`config.mk`:
```
export PLATFORM = sky130hd
export DESIGN_NAME = alu_arb
export DESIGN_NICKNAME = d
export VERILOG_FILES = /design/src/rtl/alu_arb.sv
export SDC_FILE = /design/constraint.sdc
export NUM_CORES = 1
export LEC_CHECK = 0
export CORE_AREA = 2 2 177 179
export DETAILED_ROUTE_END_ITERATION = 8
export DIE_AREA = 0 0 179 181
export GPL_TIMING_DRIVEN = 0
export PLACE_DENSITY_LB_ADDON = 0.25
export SETUP_SLACK_MARGIN = 0.15
export SYNTH_ARGS = -nofsm -noshare
export SYNTH_HDL_FRONTEND = slang
export SYNTH_SLANG_ARGS = --single-unit
export TNS_END_PERCENT = 20
```
`constraint.sdc`:
```
create_clock -name clk -period 1.45 [get_ports clk]
set_input_delay 0.29 -clock clk [delete_from_list [all_inputs] [get_ports clk]]
set_output_delay 0.29 -clock clk [all_outputs]
set_load 0.05 [all_outputs]
```
`src/rtl/alu_arb.sv`:
```
// -----------------------------------------------------------------------------
// alu_arb
// Arbitrates two requesters onto one shared, externally instantiated ALU.
// Each operation is accepted in IDLE, is driven to the ALU from a captured
// operand register for one EXEC cycle, and its result is then held in RESP
// until the consumer takes it. Ties between the requesters are broken
// round-robin, and req0 wins the first tie after reset.
//
// Ports
//   clk, rst_n              clock, asynchronous active-low reset
//   reqN_valid/reqN_ready   per-requester handshake (N = 0, 1)
//   reqN_A, reqN_B          source operands            (ARCH_WIDTH)
//   reqN_Op                 ALU operation code         (ALUOp_WIDTH)
//   reqN_rotn/_MB/_ME       rotate amount, mask bounds (ROTL_WIDTH)
//   reqN_XER                XER snapshot for carry-in  (XER_WIDTH)
//   alu_A.._XER             registered operands to the shared ALU
//   alu_C, alu_D            ALU result and flags {CA,OV,CR0[3],CRX[3]}
//   rsp_valid/rsp_ready     response handshake
//   rsp_id, rsp_C, rsp_D    owner, result and flags of the held response
//   op_cnt                  completed responses, saturating at 16'hFFFF
// -----------------------------------------------------------------------------
module alu_arb #(
   parameter int ARCH_WIDTH  = 32,
   parameter int ALUOp_WIDTH = 4,
   parameter int ROTL_WIDTH  = 5,
   parameter int XER_WIDTH   = 32,
   parameter int ALU_D_WIDTH = 8
) (
   input  logic                   clk,
   input  logic                   rst_n,
   input  logic                   req0_valid,
   output logic                   req0_ready,
   input  logic [ARCH_WIDTH-1:0]  req0_A,
   input  logic [ARCH_WIDTH-1:0]  req0_B,
   input  logic [ALUOp_WIDTH-1:0] req0_Op,
   input  logic [ROTL_WIDTH-1:0]  req0_rotn,
   input  logic [ROTL_WIDTH-1:0]  req0_MB,
   input  logic [ROTL_WIDTH-1:0]  req0_ME,
   input  logic [XER_WIDTH-1:0]   req0_XER,
   input  logic                   req1_valid,
   output logic                   req1_ready,
   input  logic [ARCH_WIDTH-1:0]  req1_A,
   input  logic [ARCH_WIDTH-1:0]  req1_B,
   input  logic [ALUOp_WIDTH-1:0] req1_Op,
   input  logic [ROTL_WIDTH-1:0]  req1_rotn,
   input  logic [ROTL_WIDTH-1:0]  req1_MB,
   input  logic [ROTL_WIDTH-1:0]  req1_ME,
   input  logic [XER_WIDTH-1:0]   req1_XER,
   output logic [ARCH_WIDTH-1:0]  alu_A,
   output logic [ARCH_WIDTH-1:0]  alu_B,
   output logic [ALUOp_WIDTH-1:0] alu_Op,
   output logic [ROTL_WIDTH-1:0]  alu_rotn,
   output logic [ROTL_WIDTH-1:0]  alu_MB,
   output logic [ROTL_WIDTH-1:0]  alu_ME,
   output logic [XER_WIDTH-1:0]   alu_XER,
   input  logic [ARCH_WIDTH-1:0]  alu_C,
   input  logic [ALU_D_WIDTH-1:0] alu_D,
   output logic                   rsp_valid,
   input  logic                   rsp_ready,
   output logic                   rsp_id,
   output logic [ARCH_WIDTH-1:0]  rsp_C,
   output logic [ALU_D_WIDTH-1:0] rsp_D,
   output logic [15:0]            op_cnt
);

   typedef enum logic [1:0] {
      IDLE = 2'd0,
      EXEC = 2'd1,
      RESP = 2'd2
   } state_t;

   typedef struct packed {
      logic [ARCH_WIDTH-1:0]  a;
      logic [ARCH_WIDTH-1:0]  b;
      logic [ALUOp_WIDTH-1:0] op;
      logic [ROTL_WIDTH-1:0]  rotn;
      logic [ROTL_WIDTH-1:0]  mb;
      logic [ROTL_WIDTH-1:0]  me;
      logic [XER_WIDTH-1:0]   xer;
   } op_t;

   state_t state;
   op_t    op_q;        // the only source of the alu_* outputs
   op_t    op_sel;
   logic   op_id;
   logic   last_grant;  // 1 after reset so that req0 wins the first tie
   logic   grant0;
   logic   grant1;

   // A requester is granted if it is alone, or if it did not win last time.
   always_comb begin
      grant0 = req0_valid && (!req1_valid || last_grant);
      grant1 = req1_valid && (!req0_valid || !last_grant);
      // NOTE: op_sel is assigned before the if, so every path gives it a value and no latch is inferred.
      op_sel = '{a: req0_A, b: req0_B, op: req0_Op, rotn: req0_rotn,
                 mb: req0_MB, me: req0_ME, xer: req0_XER};
      if (grant1) begin
         op_sel = '{a: req1_A, b: req1_B, op: req1_Op, rotn: req1_rotn,
                    mb: req1_MB, me: req1_ME, xer: req1_XER};
      end
   end

   // state already reads IDLE while reset is applied, so ready is also gated
   // with rst_n to keep it low for the whole reset.
   assign req0_ready = rst_n && (state == IDLE) && grant0;
   assign req1_ready = rst_n && (state == IDLE) && grant1;

   assign alu_A    = op_q.a;
   assign alu_B    = op_q.b;
   assign alu_Op   = op_q.op;
   assign alu_rotn = op_q.rotn;
   assign alu_MB   = op_q.mb;
   assign alu_ME   = op_q.me;
   assign alu_XER  = op_q.xer;

   // NOTE: all state here updates with <=, so every register samples pre-edge values.
   always_ff @(posedge clk or negedge rst_n) begin
      if (!rst_n) begin
         state      <= IDLE;
         op_q       <= '0;
         op_id      <= 1'b0;
         last_grant <= 1'b1;
         rsp_valid  <= 1'b0;
         rsp_id     <= 1'b0;
         rsp_C      <= '0;
         rsp_D      <= '0;
         op_cnt     <= '0;
      end else begin
         case (state)
            IDLE: begin
               if (grant0 || grant1) begin
                  op_q       <= op_sel;
                  op_id      <= grant1;
                  last_grant <= grant1;
                  state      <= EXEC;
               end
            end
            EXEC: begin
               rsp_C     <= alu_C;
               rsp_D     <= alu_D;
               rsp_id    <= op_id;
               rsp_valid <= 1'b1;
               state     <= RESP;
            end
            RESP: begin
               // Returning to IDLE here means the next acceptance comes one
               // cycle after the response handshake at the earliest.
               if (rsp_ready) begin
                  rsp_valid <= 1'b0;
                  state     <= IDLE;
                  if (op_cnt != 16'hFFFF) begin
                     op_cnt <= op_cnt + 16'd1;
                  end
               end
            end
            default: begin
               rsp_valid <= 1'b0;
               state     <= IDLE;
            end
         endcase
      end
   end

endmodule

```
Yosys cells after proc, flatten, opt, wreduce, memory -nomap -nowiden --
Cells that the tools add are included.
Cells by class: $add $sub $neg 1, equal/unequal tests 5, muxes and demuxes 6, bitwise logic cells 1, reductions and logical operators 16
Operator list (count):
- $mux W115 | 1
- $add A16 B1 Y16 const B | 1
- $ne A16 B16 Y1 const B | 1
- $pmux W2 S3 | 1
- $reduce_and A2 Y1 | 3
- $logic_and A1 B1 Y1 | 5
- $mux W2 | 2
- $logic_not A1 Y1 | 3
- $logic_or A1 B1 Y1 | 3
- $pmux W1 S3 | 1
- $reduce_and A3 Y1 | 1
- $eq A2 B1 Y1 const B | 1
- $eq A2 B2 Y1 const B | 1
- $logic_not A2 Y1 | 1
- $ne A2 B1 Y1 const B | 1
- $ne A2 B2 Y1 const B | 1
- $mux W1 | 1
- $not A1 Y1 | 1
Word-level totals: flip-flop bits (word level) 177, bits of input ports 275, output and inout port bits 175, logic and storage cells 44

Logic depth before layout (Yosys ltp) --
depth in word-level cells 6, mapped depth 7, mapped depth without buffers 5

Worst setup path before layout --
Ideal clock, no wire load.
path type flip-flop to flip-flop, from reg op_cnt[0], to reg op_cnt[6], library setup time 0.145 ns, data arrival time 1.776 ns, path slack -0.470 ns, stages on the path, launching flop included 7, buffers on the path 1, period minus slack after synthesis 1.920 ns, cells stage by stage dfrtp_1 ha_1 nand2_1 or3_1 buf_2 o2111ai_2 xnor2_1
On the way: cells in the longest elaborated chain, start to end 2, elaborated cells between the ends (all ways) 3
Ends and longest elaborated chain:
- start, declared | RTL line 63 | output logic [15:0] op_cnt
- start signal, assigned | RTL line 152 | op_cnt <= op_cnt + 16'd1;
- parallel branches: the longest is 2 deep, another holds $add A16 B1 Y16
Parallel ways; which one is timed is not known. A chain may end at the register's enable or synchronous reset.

Worst setup path after layout --
from reg last_grant, to out req1_ready
On the way: cells in the longest elaborated chain, start to end 4
Ends and longest elaborated chain:
- start, declared | RTL line 86 | logic last_grant;
- start signal, assigned | RTL line 134 | last_grant <= grant1;
- $logic_not A1 Y1 | RTL line 93 | grant1 = req1_valid && (!req0_valid || !last_grant);
- $logic_or A1 B1 Y1 | RTL line 93
- $logic_and A1 B1 Y1 | RTL line 93
- $logic_and A1 B1 Y1 | RTL line 106 | assign req1_ready = rst_n && (state == IDLE) && grant1;
- end, declared | RTL line 41 | output logic req1_ready,
Every way passes these cells.

==> qor.csv <==
stage,metric,value,unit
clock_tree,clk_latency,430,ps
yosys,postSynthCellCount,685,
drt,wl,31180,um
floorplan,die_area,32400,sq um
yosys,seq_area_frac_synth,56.49,%
critical_path,endpoint_kind,output port,
clock_tree,cts_buffers,17,
sta,setup_viol,170,
critical_path,critPathLaunchType,register,
pwr,peakVddDrop,0.9583,mV
global_route,grt_pass1_wl,43060,um
sta,layout_setup_ws,-497.6,ps
sta,worstMarginPinSlew,465.1,ps
clock_tree,clk_pin_slew_worst_paths,80,ps
pwr,power.leakage,6.404,nW
sta,slew_violations,0,
outcome,outcome,"complete, but fails checks",
drt,first_pass_iters,4,
yosys,synthArstFlopShare,100.0,%
floorplan,start_util,25.84,%
critical_path,crit_fanout,2,
yosys,synth.ff_latch_count,177,
floorplan,core,30350,sq um
place,place_inst,1531,
final_layout,fin_util,50.74,%
place,post-dp-hpwl,22260,um
yosys,synth_area_leader_cell,dfrtp_1,
sta,finalSetupTns,-25900,ps
clock_tree,ctsHtreeMaxLevel,4,
yosys,syn_area,7843,sq um
place,portBuffers,449,
critical_path,criticalPathCategory,reg2out,
drt,dr.first_iter.drc_count,313,
global_route,grt_max_degree,77,
yosys,ys_warn_count,0,
run,maxCapViolCount,0,
yosys,synth-edff-count,0,
yosys,ys.flop_type,dfrtp_1,
final_layout,area_growth,96.35,%
place,routabilityCongestion,0.7931,
drt,vias,7251,
drt,wl_per_cell,19.28,um
yosys,synth.area.top_cells,"dfrtp_1 (56%), mux2i_1 (15%), a21oi_1 (7.7%)",
global_route,grt.overflow.total,0,
floorplan,num_io_pins,450,
sta,period_minus_slack,1948,ps
final_layout,final_cell_mix,"clkdlybuf4s50_1 (273), buf_6 (161), dfrtp_1 (158)",
hold_path,hold_path_class,in2async,
global_route,grt_pass1_vias,7339,
yosys,syn_area_per_cell,11.45,sq um
sta,fmax,0.5135,GHz
critical_path,ff2ff_setup_slack,-320,ps
drt,post-route-drc-count,0,
clock_tree,cts_num_sinks,177,
global_route,antenna_found_initial,0,
clock_tree,root_buffer,clkbuf_16,
drt,avgViaCountPerCell,4.484,
drt,ant_nets,0,
global_route,groute.usage.overall,17.62,%
final_layout,fin_nets,1484,
critical_path,cp_data_required_time,1160,ps
sta,fin_worst_skew,18.02,ps
final_layout,stdcell_count,1617,
yosys,post-synth-top-area-fraction,56.16,%
sta,hold_viol,74,
pwr,p_per_area,2353,nW/um^2
final_layout,design_area,15400,sq um
sta,timing.hold.ws,-292.5,ps
final_layout,drive_gt1_share,38.00,%
place,placed_area,13000,sq um
sta,rsz0062_at_grt,yes,
outcome,violations,"hold timing, setup timing",
floorplan,dieHeight,181,um
yosys,synthDistinctLibCells,42,
clock_tree,cts_tree,built,
final_layout,final_common_cell,clkdlybuf4s50_1,
final_layout,antenna_cells,0,
critical_path,critical_path_arrival,1660,ps
sta,fin_crit_sh,134.3,%
sta,relSlewSlack,68.99,%
clock_tree,clk_path_buf_depth,2,
floorplan,die-width,179,um
floorplan,rows,64,
yosys,syn_nets,961,
-- synthesized netlist by cell type (all sizes together) (2+ instances only) --
| cell | count |
|---|---|
| a21oi | 121 |
| a31oi | 2 |
| and3 | 2 |
| buf | 40 |
| clkbuf | 5 |
| dfrtp | 176 |
| inv | 3 |
| mux2 | 43 |
| mux2i | 115 |
| nand2 | 6 |
| nand3 | 7 |
| nand3b | 2 |
| nand4 | 4 |
| nor2 | 120 |
| nor3 | 2 |
| nor4 | 3 |
| o21a | 2 |
| o21ai | 5 |
| or2 | 2 |
| xnor2 | 9 |
| xor2 | 4 |
-- power by group --
part / switching [W] / leakage, nW / internal (W)
combinational: 0.0136 / 4.12 / 0.00894
clock: 0.00227 / 0.293 / 0.00246
sequential: 0.00170 / 1.99 / 0.00731
-- area by class of cell --
type | count | area [sq um]
fill | 2711 | 14950
timing repair buffer | 504 | 5502
sequential | 177 | 4453
multi-input combinational | 460 | 3794
buffer | 45 | 553.0
tap | 396 | 495.5
clock buffer | 17 | 425.4
clock inverter | 15 | 165.2
inverter | 3 | 11.26
-- critical path: stages, from the launching register on --
cell,delay [ps]
dfstp_2,540
a21oi_2,50
buf_6,120
buf_12,120
buf_12,110
and3_4,140
buf_8,140
-- path summary, 6_finish.rpt --
path,start,endpoint,cells after the start
max reg2reg,last_grant,alu_ME[3],9
min,rst_n,rsp_C[11],1
max,last_grant,req1_ready,6
min in group clk,alu_C[10],rsp_C[10],2
max in group asynchronous,rst_n,last_grant,2
min reg2reg,rsp_D[0],rsp_D[0],1
-- sequential cells by signal, indices dropped and copies added, names as in the netlist, 2 cells and up --
name      cells
alu_A        32
alu_B        32
alu_XER      32
rsp_C        32
op_cnt       16
rsp_D         8
alu_MB        5
alu_ME        5
alu_rotn      5
alu_Op        4
state         2
-- per-stage QoR --
stage | total power, W | setup WS [ps]
2_1_floorplan | 0.02114 | -211.4
3_3_place_gp | 0.02842 | -8379
3_5_place_dp | 0.02859 | -1452
4_1_cts | 0.03405 | -521.0
5_1_grt | 0.03794 | -548.3
6_report | 0.03623 | -497.6
-- cell families after synthesis --
kind of cell	after synthesis	share of synthesized area (%)
xor gates and xnor gates	13	1.452
and+or+nand+nor	154	8.791
adders and majority gates	1	0.1595
muxes	158	20.85
buffers and inverters	48	3.271
AOI/OAI and AO/OA	134	8.982
DFF	177	56.49
-- routing by layer --
metal	up-vias	share of wire [%]	global-route usage, %
met1	3541	39	20.44
met3	15	6.8	4.209
met4	0	1.1	4.065
li1	3445	-	-
met5	-	0	0
met2	250	53	32.35
-- what timing repair did --
action                     in CTS  in global routing
pin swaps                       2                 91
setup buffers                  18                 22
setup endpoints to repair     350                340
resized for setup             961                447
hold endpoints to repair       74                 74
cloned                          1                 13
(Power assumes the default switching activity.)
